### src/rtl/ram_arb_pkg.sv
// Shared types and constants for the two-requester RAM port arbiter.
// Covers the state encoding, owner tags, response tag and burst counter helper.
package ram_arb_pkg;

  localparam int DEF_ADDR_W    = 10;
  localparam int DEF_DATA_W    = 8;
  localparam int DEF_MAX_BURST = 4;
  localparam int CNT_W         = 4;

  typedef enum logic [1:0] {
    IDLE  = 2'd0,
    OWN_A = 2'd1,
    OWN_B = 2'd2
  } arb_state_e;

  localparam logic OWNER_A = 1'b0;
  localparam logic OWNER_B = 1'b1;

  typedef struct packed {
    logic valid;
    logic owner;
  } rsp_tag_t;

  // Saturating increment: an uncontended owner parks at max instead of wrapping.
  function automatic logic [CNT_W-1:0] burst_inc(input logic [CNT_W-1:0] cnt,
                                                 input logic [CNT_W-1:0] max_cnt);
    return (cnt >= max_cnt) ? max_cnt : cnt + 1'b1;
  endfunction

endpackage

### src/rtl/ram_port_arbiter_if.sv
// Request/response port of one RAM client: valid/ready request channel plus
// a fixed-latency read-response pulse.
interface ram_port_arbiter_if #(
  parameter int ADDR_W = ram_arb_pkg::DEF_ADDR_W,
  parameter int DATA_W = ram_arb_pkg::DEF_DATA_W
);
  logic              valid;
  logic              ready;
  logic              wr;
  logic [ADDR_W-1:0] addr;
  logic [DATA_W-1:0] wdata;
  logic              rvalid;
  logic [DATA_W-1:0] rdata;

  modport master (output valid, wr, addr, wdata, input ready, rvalid, rdata);
  modport slave  (input valid, wr, addr, wdata, output ready, rvalid, rdata);
endinterface

### src/rtl/ram_rsp_pipe.sv
// Two-deep {valid, owner} shift register that tracks each issued read until
// the RAM's registered output holds its data.
module ram_rsp_pipe
  import ram_arb_pkg::*;
(
  input  logic     clk,
  input  logic     rst,
  input  rsp_tag_t tag_in,
  output rsp_tag_t tag_out
);

  rsp_tag_t stage1_q, stage1_d;
  rsp_tag_t stage2_q, stage2_d;

  always_comb begin
    stage1_d = tag_in;
    stage2_d = stage1_q;
  end

  always_ff @(posedge clk or posedge rst) begin
    if (rst) begin
      stage1_q <= '0;
      stage2_q <= '0;
    end else begin
      stage1_q <= stage1_d;
      stage2_q <= stage2_d;
    end
  end

  assign tag_out = stage2_q;

endmodule

### src/rtl/ram_port_arbiter.sv
// Round-robin arbiter sharing one single-port RAM between requesters A and B,
// with bounded bursts, registered RAM controls and tagged read returns.
module ram_port_arbiter
  import ram_arb_pkg::*;
#(
  parameter int ADDR_W    = DEF_ADDR_W,
  parameter int DATA_W    = DEF_DATA_W,
  parameter int MAX_BURST = DEF_MAX_BURST
) (
  input  logic               clk,
  input  logic               rst,
  ram_port_arbiter_if.slave  a_if,
  ram_port_arbiter_if.slave  b_if,
  output logic               ram_cs,
  output logic               ram_wr,
  output logic [ADDR_W-1:0]  ram_addr,
  output logic [DATA_W-1:0]  ram_din,
  input  logic [DATA_W-1:0]  ram_dout
);

  localparam logic [CNT_W-1:0] MAX_CNT = CNT_W'(MAX_BURST);

  arb_state_e        state_q, state_d;
  logic              last_q, last_d;
  logic [CNT_W-1:0]  burst_cnt_q, burst_cnt_d;
  logic [CNT_W-1:0]  cnt_inc;
  logic              ram_cs_q, ram_cs_d;
  logic              ram_wr_q, ram_wr_d;
  logic [ADDR_W-1:0] ram_addr_q, ram_addr_d;
  logic [DATA_W-1:0] ram_din_q, ram_din_d;

  logic              acc_a, acc_b, accept;
  logic              sel_wr;
  logic [ADDR_W-1:0] sel_addr;
  logic [DATA_W-1:0] sel_wdata;
  rsp_tag_t          rsp_in, rsp_out;

  // Ready comes straight from the state register, so valid never reaches ready combinationally.
  assign a_if.ready = (state_q == OWN_A);
  assign b_if.ready = (state_q == OWN_B);

  assign acc_a     = a_if.valid && (state_q == OWN_A);
  assign acc_b     = b_if.valid && (state_q == OWN_B);
  assign accept    = acc_a || acc_b;
  assign sel_wr    = acc_b ? b_if.wr    : a_if.wr;
  assign sel_addr  = acc_b ? b_if.addr  : a_if.addr;
  assign sel_wdata = acc_b ? b_if.wdata : a_if.wdata;
  assign cnt_inc   = burst_inc(burst_cnt_q, MAX_CNT);

  always_comb begin
    // NOTE: every output of this block gets a default first, so no path can infer a latch.
    state_d     = state_q;
    last_d      = last_q;
    burst_cnt_d = burst_cnt_q;
    case (state_q)
      IDLE: begin
        if (a_if.valid && b_if.valid) state_d = (last_q == OWNER_A) ? OWN_B : OWN_A;
        else if (a_if.valid)          state_d = OWN_A;
        else if (b_if.valid)          state_d = OWN_B;
      end
      OWN_A: begin
        if (a_if.valid) begin
          last_d      = OWNER_A;
          burst_cnt_d = cnt_inc;
        end
        if (b_if.valid && (!a_if.valid || cnt_inc == MAX_CNT)) state_d = OWN_B;
        else if (!a_if.valid && !b_if.valid)                 state_d = IDLE;
      end
      OWN_B: begin
        if (b_if.valid) begin
          last_d      = OWNER_B;
          burst_cnt_d = cnt_inc;
        end
        if (a_if.valid && (!b_if.valid || cnt_inc == MAX_CNT)) state_d = OWN_A;
        else if (!a_if.valid && !b_if.valid)                 state_d = IDLE;
      end
      default: state_d = IDLE;
    endcase
    // Each new owner starts with a fresh burst allowance.
    if (state_d != state_q) burst_cnt_d = '0;
  end

  always_comb begin
    ram_cs_d   = accept;
    ram_wr_d   = accept && sel_wr;
    ram_addr_d = accept ? sel_addr  : ram_addr_q;
    ram_din_d  = accept ? sel_wdata : ram_din_q;
    rsp_in     = '{valid: accept && !sel_wr, owner: acc_b ? OWNER_B : OWNER_A};
  end

  always_ff @(posedge clk or posedge rst) begin
    // NOTE: sequential state uses non-blocking assignments so every flop samples pre-edge values.
    if (rst) begin
      state_q     <= IDLE;
      last_q      <= OWNER_B;
      burst_cnt_q <= '0;
      ram_cs_q    <= 1'b0;
      ram_wr_q    <= 1'b0;
      ram_addr_q  <= '0;
      ram_din_q   <= '0;
    end else begin
      state_q     <= state_d;
      last_q      <= last_d;
      burst_cnt_q <= burst_cnt_d;
      ram_cs_q    <= ram_cs_d;
      ram_wr_q    <= ram_wr_d;
      ram_addr_q  <= ram_addr_d;
      ram_din_q   <= ram_din_d;
    end
  end

  assign ram_cs   = ram_cs_q;
  assign ram_wr   = ram_wr_q;
  assign ram_addr = ram_addr_q;
  assign ram_din  = ram_din_q;

  ram_rsp_pipe u_rsp_pipe (
    .clk     (clk),
    .rst     (rst),
    .tag_in  (rsp_in),
    .tag_out (rsp_out)
  );

  // The tag emerges exactly when the RAM's registered output holds that read's data.
  assign a_if.rvalid = rsp_out.valid && (rsp_out.owner == OWNER_A);
  assign b_if.rvalid = rsp_out.valid && (rsp_out.owner == OWNER_B);
  assign a_if.rdata  = a_if.rvalid ? ram_dout : '0;
  assign b_if.rdata  = b_if.rvalid ? ram_dout : '0;

endmodule
### src/flat_wrapper.sv
// flat-port wrapper written by rule: the top's interface ports become plain ports
module ram_port_arbiter_flat import ram_arb_pkg::*;
#(
  parameter int ADDR_W    = DEF_ADDR_W,
  parameter int DATA_W    = DEF_DATA_W,
  parameter int MAX_BURST = DEF_MAX_BURST
)
  (clk, rst, ram_cs, ram_wr, ram_addr, ram_din, ram_dout, a_if_valid, a_if_wr, a_if_addr, a_if_wdata, a_if_ready, a_if_rvalid, a_if_rdata, b_if_valid, b_if_wr, b_if_addr, b_if_wdata, b_if_ready, b_if_rvalid, b_if_rdata);
  ram_port_arbiter_if #(.ADDR_W(ADDR_W), .DATA_W(DATA_W)) a_if_i ();
  ram_port_arbiter_if #(.ADDR_W(ADDR_W), .DATA_W(DATA_W)) b_if_i ();
  input  logic clk;
  input  logic rst;
  output logic ram_cs;
  output logic ram_wr;
  output logic [ADDR_W-1:0] ram_addr;
  output logic [DATA_W-1:0] ram_din;
  input  logic [DATA_W-1:0] ram_dout;
  input wire logic [$bits(a_if_i.valid)-1:0] a_if_valid;
  input wire logic [$bits(a_if_i.wr)-1:0] a_if_wr;
  input wire logic [$bits(a_if_i.addr)-1:0] a_if_addr;
  input wire logic [$bits(a_if_i.wdata)-1:0] a_if_wdata;
  output wire logic [$bits(a_if_i.ready)-1:0] a_if_ready;
  output wire logic [$bits(a_if_i.rvalid)-1:0] a_if_rvalid;
  output wire logic [$bits(a_if_i.rdata)-1:0] a_if_rdata;
  input wire logic [$bits(b_if_i.valid)-1:0] b_if_valid;
  input wire logic [$bits(b_if_i.wr)-1:0] b_if_wr;
  input wire logic [$bits(b_if_i.addr)-1:0] b_if_addr;
  input wire logic [$bits(b_if_i.wdata)-1:0] b_if_wdata;
  output wire logic [$bits(b_if_i.ready)-1:0] b_if_ready;
  output wire logic [$bits(b_if_i.rvalid)-1:0] b_if_rvalid;
  output wire logic [$bits(b_if_i.rdata)-1:0] b_if_rdata;
  assign a_if_i.valid = a_if_valid;
  assign a_if_i.wr = a_if_wr;
  assign a_if_i.addr = a_if_addr;
  assign a_if_i.wdata = a_if_wdata;
  assign a_if_ready = a_if_i.ready;
  assign a_if_rvalid = a_if_i.rvalid;
  assign a_if_rdata = a_if_i.rdata;
  assign b_if_i.valid = b_if_valid;
  assign b_if_i.wr = b_if_wr;
  assign b_if_i.addr = b_if_addr;
  assign b_if_i.wdata = b_if_wdata;
  assign b_if_ready = b_if_i.ready;
  assign b_if_rvalid = b_if_i.rvalid;
  assign b_if_rdata = b_if_i.rdata;
  ram_port_arbiter #(.ADDR_W(ADDR_W), .DATA_W(DATA_W), .MAX_BURST(MAX_BURST)) u_core (.clk(clk), .rst(rst), .a_if(a_if_i), .b_if(b_if_i), .ram_cs(ram_cs), .ram_wr(ram_wr), .ram_addr(ram_addr), .ram_din(ram_din), .ram_dout(ram_dout));
endmodule
### config.mk
export PLATFORM = sky130hd
export DESIGN_NAME = ram_port_arbiter_flat
export DESIGN_NICKNAME = d
export VERILOG_FILES = /design/src/rtl/ram_arb_pkg.sv /design/src/rtl/ram_port_arbiter_if.sv /design/src/rtl/ram_rsp_pipe.sv /design/src/rtl/ram_port_arbiter.sv /design/src/flat_wrapper.sv
export SDC_FILE = /design/constraint.sdc
export NUM_CORES = 1
export LEC_CHECK = 0
export BUFFER_PORTS_ARGS = -buffer_cell sky130_fd_sc_hd__buf_4
export CORE_MARGIN = 1.5
export CORE_UTILIZATION = 43
export CTS_CLUSTER_SIZE = 8
export DETAILED_ROUTE_END_ITERATION = 12
export GPL_TIMING_DRIVEN = 1
export PLACE_DENSITY = 0.79
export RECOVER_POWER = 100
export SYNTH_ARGS = -nofsm -noshare
export SYNTH_HDL_FRONTEND = slang
export SYNTH_SLANG_ARGS = --single-unit
### constraint.sdc
create_clock -name clk -period 2.09 [get_ports clk]
set_input_delay 0.209 -clock clk [delete_from_list [all_inputs] [get_ports clk]]
set_output_delay 0.209 -clock clk [all_outputs]
set_load 0.02 [all_outputs]
## After elaboration in Yosys (flattened, before gate mapping)

Index checks and enable logic that the tools add are counted.

- Equal/unequal tests: 8
- Multiplexer cells: 22
- Reductions and logical operators: 21
- Bitwise logic cells: 1
- $add $sub $neg: 1
- $lt $le $gt $ge: 1

Operator list:

| cell | count |
|---|---|
| $mux W8 | 3 |
| $mux W4 | 4 |
| $mux W2 | 7 |
| $logic_and A1 B1 Y1 | 10 |
| $mux W10 | 1 |
| $pmux W4 S2 | 1 |
| $ne A3 B2 Y1 const B | 2 |
| $pmux W2 S3 | 1 |
| $reduce_and A3 Y1 | 2 |
| $add A4 B1 Y4 const B | 1 |
| $eq A4 B3 Y1 const B | 1 |
| $ge A4 B3 Y1 const B | 1 |
| $mux W1 | 4 |
| $ne A2 B2 Y1 const B | 2 |
| $logic_not A1 Y1 | 3 |
| $logic_or A1 B1 Y1 | 3 |
| $reduce_bool A3 Y1 | 1 |
| $eq A2 B1 Y1 const B | 1 |
| $eq A2 B2 Y1 const B | 1 |
| $logic_not A2 Y1 | 1 |
| $ne A2 B2 Y1 | 1 |
| $pmux W1 S2 | 1 |
| $reduce_bool A2 Y1 | 1 |
| $not A1 Y1 | 1 |

- Word-level logic and storage cells: 65
- Register bits: 31
- Output and inout bits: 40
- Input bits: 50

## Longest topological paths before layout

- Depth in word-level cells: 10
- Gate-level depth with buffers: 6

## Cells and area by module

From an unflattened synthesis, not the netlist that was laid out.

- Cell total of the unflattened synthesis: 184
- Area total of the unflattened synthesis: 1775.5 um^2

By module, submodules not included:

| module | area an instance (um^2) | times used | cells an instance | seq. area each (um^2) |
|---|---|---|---|---|
| ram_port_arbiter | 1671.6 | 1 | 179 | 676.9 |
| ram_rsp_pipe | 103.8 | 1 | 5 | 100.1 |

## Least setup slack after synthesis

Ideal clock, no wire load.

- Kind: register to register
- Start: register u_core.burst_cnt_q[0]
- End: register u_core.burst_cnt_q[3]
- Data required time: 1.968 ns
- Slack: 0.612 ns
- Data arrival time: 1.356 ns
- Setup time: 0.122 ns
- Buffers on the path: 0
- Period minus slack after synthesis: 1.478 ns
- Stages on the path, launching flop included: 6
- Cell sequence: dfrtp_1 -> ha_1 -> nand4b_1 -> a41oi_1 -> o22a_1 -> nor3b_2

- Cells in the longest elaborated chain, start to end: 10

Ends and longest elaborated chain:

| what | RTL line | source |
|---|---|---|
| start, declared | ram_port_arbiter.sv:25 | `logic [CNT_W-1:0] burst_cnt_q, burst_cnt_d;` |
| start signal, assigned | ram_port_arbiter.sv:104 | `burst_cnt_q <= burst_cnt_d;` |
| $add A4 B1 Y4 or $ge A4 B3 Y1 (tied branches) | ram_arb_pkg.sv:27 | `return (cnt >= max_cnt) ? max_cnt : cnt + 1'b1;` |
| $mux W4 * | ram_arb_pkg.sv:27 |  |
| $eq A4 B3 Y1 | ram_port_arbiter.sv:66, ram_port_arbiter.sv:74 |  |
| $logic_or A1 B1 Y1, on equally long branches | ram_port_arbiter.sv:74, ram_port_arbiter.sv:66 |  |
| $logic_and A1 B1 Y1, on equally long branches | ram_port_arbiter.sv:74, ram_port_arbiter.sv:66 |  |
| $mux W2, on equally long branches | ram_port_arbiter.sv:74, ram_port_arbiter.sv:66 |  |
| $pmux W2 S3 | ram_port_arbiter.sv:55 | `case (state_q)` |
| $ne A2 B2 Y1 | ram_port_arbiter.sv:80 | `if (state_d != state_q) burst_cnt_d = '0;` |
| $ne A3 B2 Y1 (no source line) or $reduce_bool A3 Y1 (tied branches) | n/a |  |
| $reduce_and A3 Y1 (no source line) | n/a |  |

Mark *: on every way between the ends. The rest lies on a longest branch, timed or not. The select of a mux whose other input is x is not followed.
A chain may end at the register's enable or synchronous reset.

## Worst setup path in the final report

- Start: register u_core.u_rsp_pipe.stage2_q (netlist bit u_core.u_rsp_pipe.tag_out[1])
- End: output a_if_rdata[2]

- Cells in the longest elaborated chain, start to end: 2

Ends and longest elaborated chain:

| what | RTL line | source |
|---|---|---|
| start, declared | ram_rsp_pipe.sv:13 | `rsp_tag_t stage2_q, stage2_d;` |
| start signal, assigned | ram_rsp_pipe.sv:26 | `stage2_q <= stage2_d;` |
| $logic_and A1 B1 Y1 | ram_port_arbiter.sv:125 | `assign a_if.rvalid = rsp_out.valid && (rsp_out.owner == OWNER_A);` |
| $mux W8 | ram_port_arbiter.sv:127 | `assign a_if.rdata = a_if.rvalid ? ram_dout : '0;` |
| end, declared | flat_wrapper.sv:24 | `output wire logic [$bits(a_if_i.rdata)-1:0] a_if_rdata;` |

Every way passes these cells.

==> impl_metrics.toml <==
[run_status]
outcome = "complete, no violations"

[clock_tree]
cts.sinks = 31
path_clk_slew_ns = 0.09
cts_tree = "yes"
cts_buffers = 5
cts_resized = 0
cts_hold_buf = 1
root_buffer = "clkbuf_4"
h-tree-depth = 2
clk_latency_ns = 0.33
postCtsSetupBuffers = 0
cts_max_path_buffers = 2

[route]
wl_per_cell_um = 12.5
first_pass_iters = 4
drtIter0Drc = 73
viasPerCell = 5.05
route.detailed.drc = 0
vias = 1580
ant_nets = 0
wl_mm = 3.91

[placed_design]
gp_congestion = 0.817
numPortBuffers = 89
dp_hpwl_mm = 2.89

[grt]
grt_pass1_wl_mm = 6.28
track_usage_pct = 20.2
antenna_found_initial = 0
grt_max_degree = 43
grt_pass1_vias = 1426
grt-ovfl-total = 0

[final_layout]
antenna_cells = 0
drive_above_1_share_pct = 26.2
nets = 317
area_growth_pct = 39.8
final_util_pct = 63.8

[floorplan]
die_area_um2 = 3970
start_util_pct = 45.7
die_x_um = 63.0
die_y_um = 63.0
io-pin-count = 90
std_cell_rows = 21
core_area_um2 = 3390

[logic_synthesis]
postSynthCellCount = 176
syn_nets = 227
yosysTopAreaCellShare_pct = 48.5
synth_area_leader_cell = "dfrtp_1"
synth_edf_count = 0
syn_area_um2 = 1550
synth.cells.most_frequent = "nand2_1, dfrtp_1, nor2_1"
ys_seq_area_share_pct = 50.2
synth_seq_cells = 31
synth_warnings = 0
yosysUniqueCellTypes = 32
synthTopCellsByArea = "dfrtp_1, nand2_1, a31oi_1"
yosysMostFrequentCell = "nand2_1"
synth_area_per_cell_um2 = 8.79
async_reset_ff_share_pct = 100
synth_flop_cell = "dfrtp_1"

[setup_path]
crit_chain = "nor2b_1 > and2_1 > clkbuf_1"
path_buf_inv = 1
worstPathRequired_ns = 1.88
slowest_delay_ns = 0.47
crit_type = "reg -> out"
cp-start-kind = "flip-flop"
r2r_start = "u_core.state_q[1]"
end_kind = "primary output"
worstSetupStartpoint = "u_core.u_rsp_pipe.tag_out[1]"
cp_slowest_cell = "nor2b_1"
crit_fanout = 10
cp.arrival_ns = 1.67
crit_family = "simple AND/OR/NAND/NOR gates"

[timing]
slew_headroom_pct = 50.3
fin_skew_ns = 0.0100
slew_viol_final = 0
final-hold-violation-count = 0
rsz0062_at_grt = "no"
max_freq_ghz = 0.532
setup_viol = 0
fin_crit_sh_pct = 89.9
tightest_slew_ns = 0.746
tns_ns = 0
period_minus_slack_ns = 1.88

[power_and_ir_drop]
ir_worst_vdd_uv = 463
p_per_area_nw_per_um2 = 883
p_leak_nw = 1.05

[min_path]
hp-start = "a_if_valid"
hp-class = "in -> reg"

[flow_run]
max_cap_violations = 0
[final timing paths]
kind,endpoint,cells past startpoint,slack (ns)
max,a_if_rdata[2],3,0.21
min,u_core.state_q[1],2,0.10
max reg2reg,u_core.ram_addr[0],5,0.33
min reg2reg,u_core.u_rsp_pipe.tag_out[1],0,0.35
max in group asynchronous,u_core.state_q[0],4,0.98
min in group asynchronous,u_core.ram_din[6],4,0.63
[power breakdown]
part           internal, mW  switching, mW
clock                 0.131          0.200
sequential            0.764         0.0966
combinational         0.260          0.460
total                  1.15          0.757
[area by class of cell]
cell class                 instances  area (um^2)
timing repair buffer              93          578
multi-input combinational        130          677
clock inverter                     1         5.00
sequential                        31          777
clock buffer                       7         45.0
inverter                           5         23.8
fill                             322         1230
tap                               46         57.6
[through the flow]
| step | worst slack, ns | power (mW) | instances | hold slack, ns | cell area [um^2] |
|---|---|---|---|---|---|
| 5_1_grt | 0.0749 | 2.05 | 313 | 0.0800 | 2160 |
| 4_1_cts | 0.267 | 2.06 | 313 | 0.0808 | 2290 |
| 2_1_floorplan | 0.612 | 1.35 | 176 | 0.291 | 1550 |
| 3_5_place_dp | 0.425 | 1.73 | 304 | 0.315 | 2230 |
| 6_report | 0.210 | 1.91 | 313 | 0.101 | 2160 |
| 3_3_place_gp | 0.492 | 1.72 | 304 | 0.313 | 2230 |
[flip-flops by register name, indices dropped and copies added (netlist names)]
signal and cells:
u_core.burst_cnt_q 4, u_core.last_q 1, u_core.ram_addr 10, u_core.ram_cs 1, u_core.ram_din 8, u_core.ram_wr 1
u_core.state_q 2, u_core.u_rsp_pipe.stage1_q 2, u_core.u_rsp_pipe.tag_out 2
[cell usage in the layout, fill, tap and decap left out]
cell,netlist,routed
buf_4,1,58
nand2_1,40,40
clkbuf_1,3,34
dfrtp_1,30,30
nor2_1,21,21
a31oi_1,18,18
and3_1,8,8
a21oi_1,6,6
clkbuf_4,0,6
nand3b_1,4,5
and2_1,10,5
and2_0,0,5
o21ai_0,4,4
inv_1,3,3
nand3_1,3,3
nor2b_1,3,3
and2_4,1,1
clkinv_4,1,1
nand4b_1,1,1
nor3_1,1,1
a41oi_1,1,1
o22a_1,1,1
inv_2,1,1
o31ai_1,1,1
a221oi_1,1,1
a22o_1,1,1
nand4_1,1,1
mux2i_1,1,1
nor3b_1,0,1
ha_1,1,1
clkinv_2,0,1
dlygate4sd3_1,0,1
clkbuf_2,0,1
dfstp_2,1,1
[metal layers]
| layer | GRT usage (%) | up-vias | wire length, um |
|---|---|---|---|
| met1 | 23.3 | 717 | 1630 |
| met5 | 0 | - | 0 |
| li1 | - | 782 | - |
| met3 | 7.93 | 9 | 383 |
| met4 | 7.78 | 0 | 78 |
| met2 | 33.8 | 72 | 1820 |
[cells by family after synthesis]
| group | count (synthesis) | synth area share [%] |
|---|---|---|
| adders and majority gates | 1 | 0.808 |
| buffers and inverters | 15 | 5.50 |
| DFF | 31 | 50.2 |
| AOI/OAI and AO/OA | 33 | 13.3 |
| and+or+nand+nor | 95 | 29.6 |
| muxes | 1 | 0.647 |
Note: power is estimated with default switching activity, not from simulation.
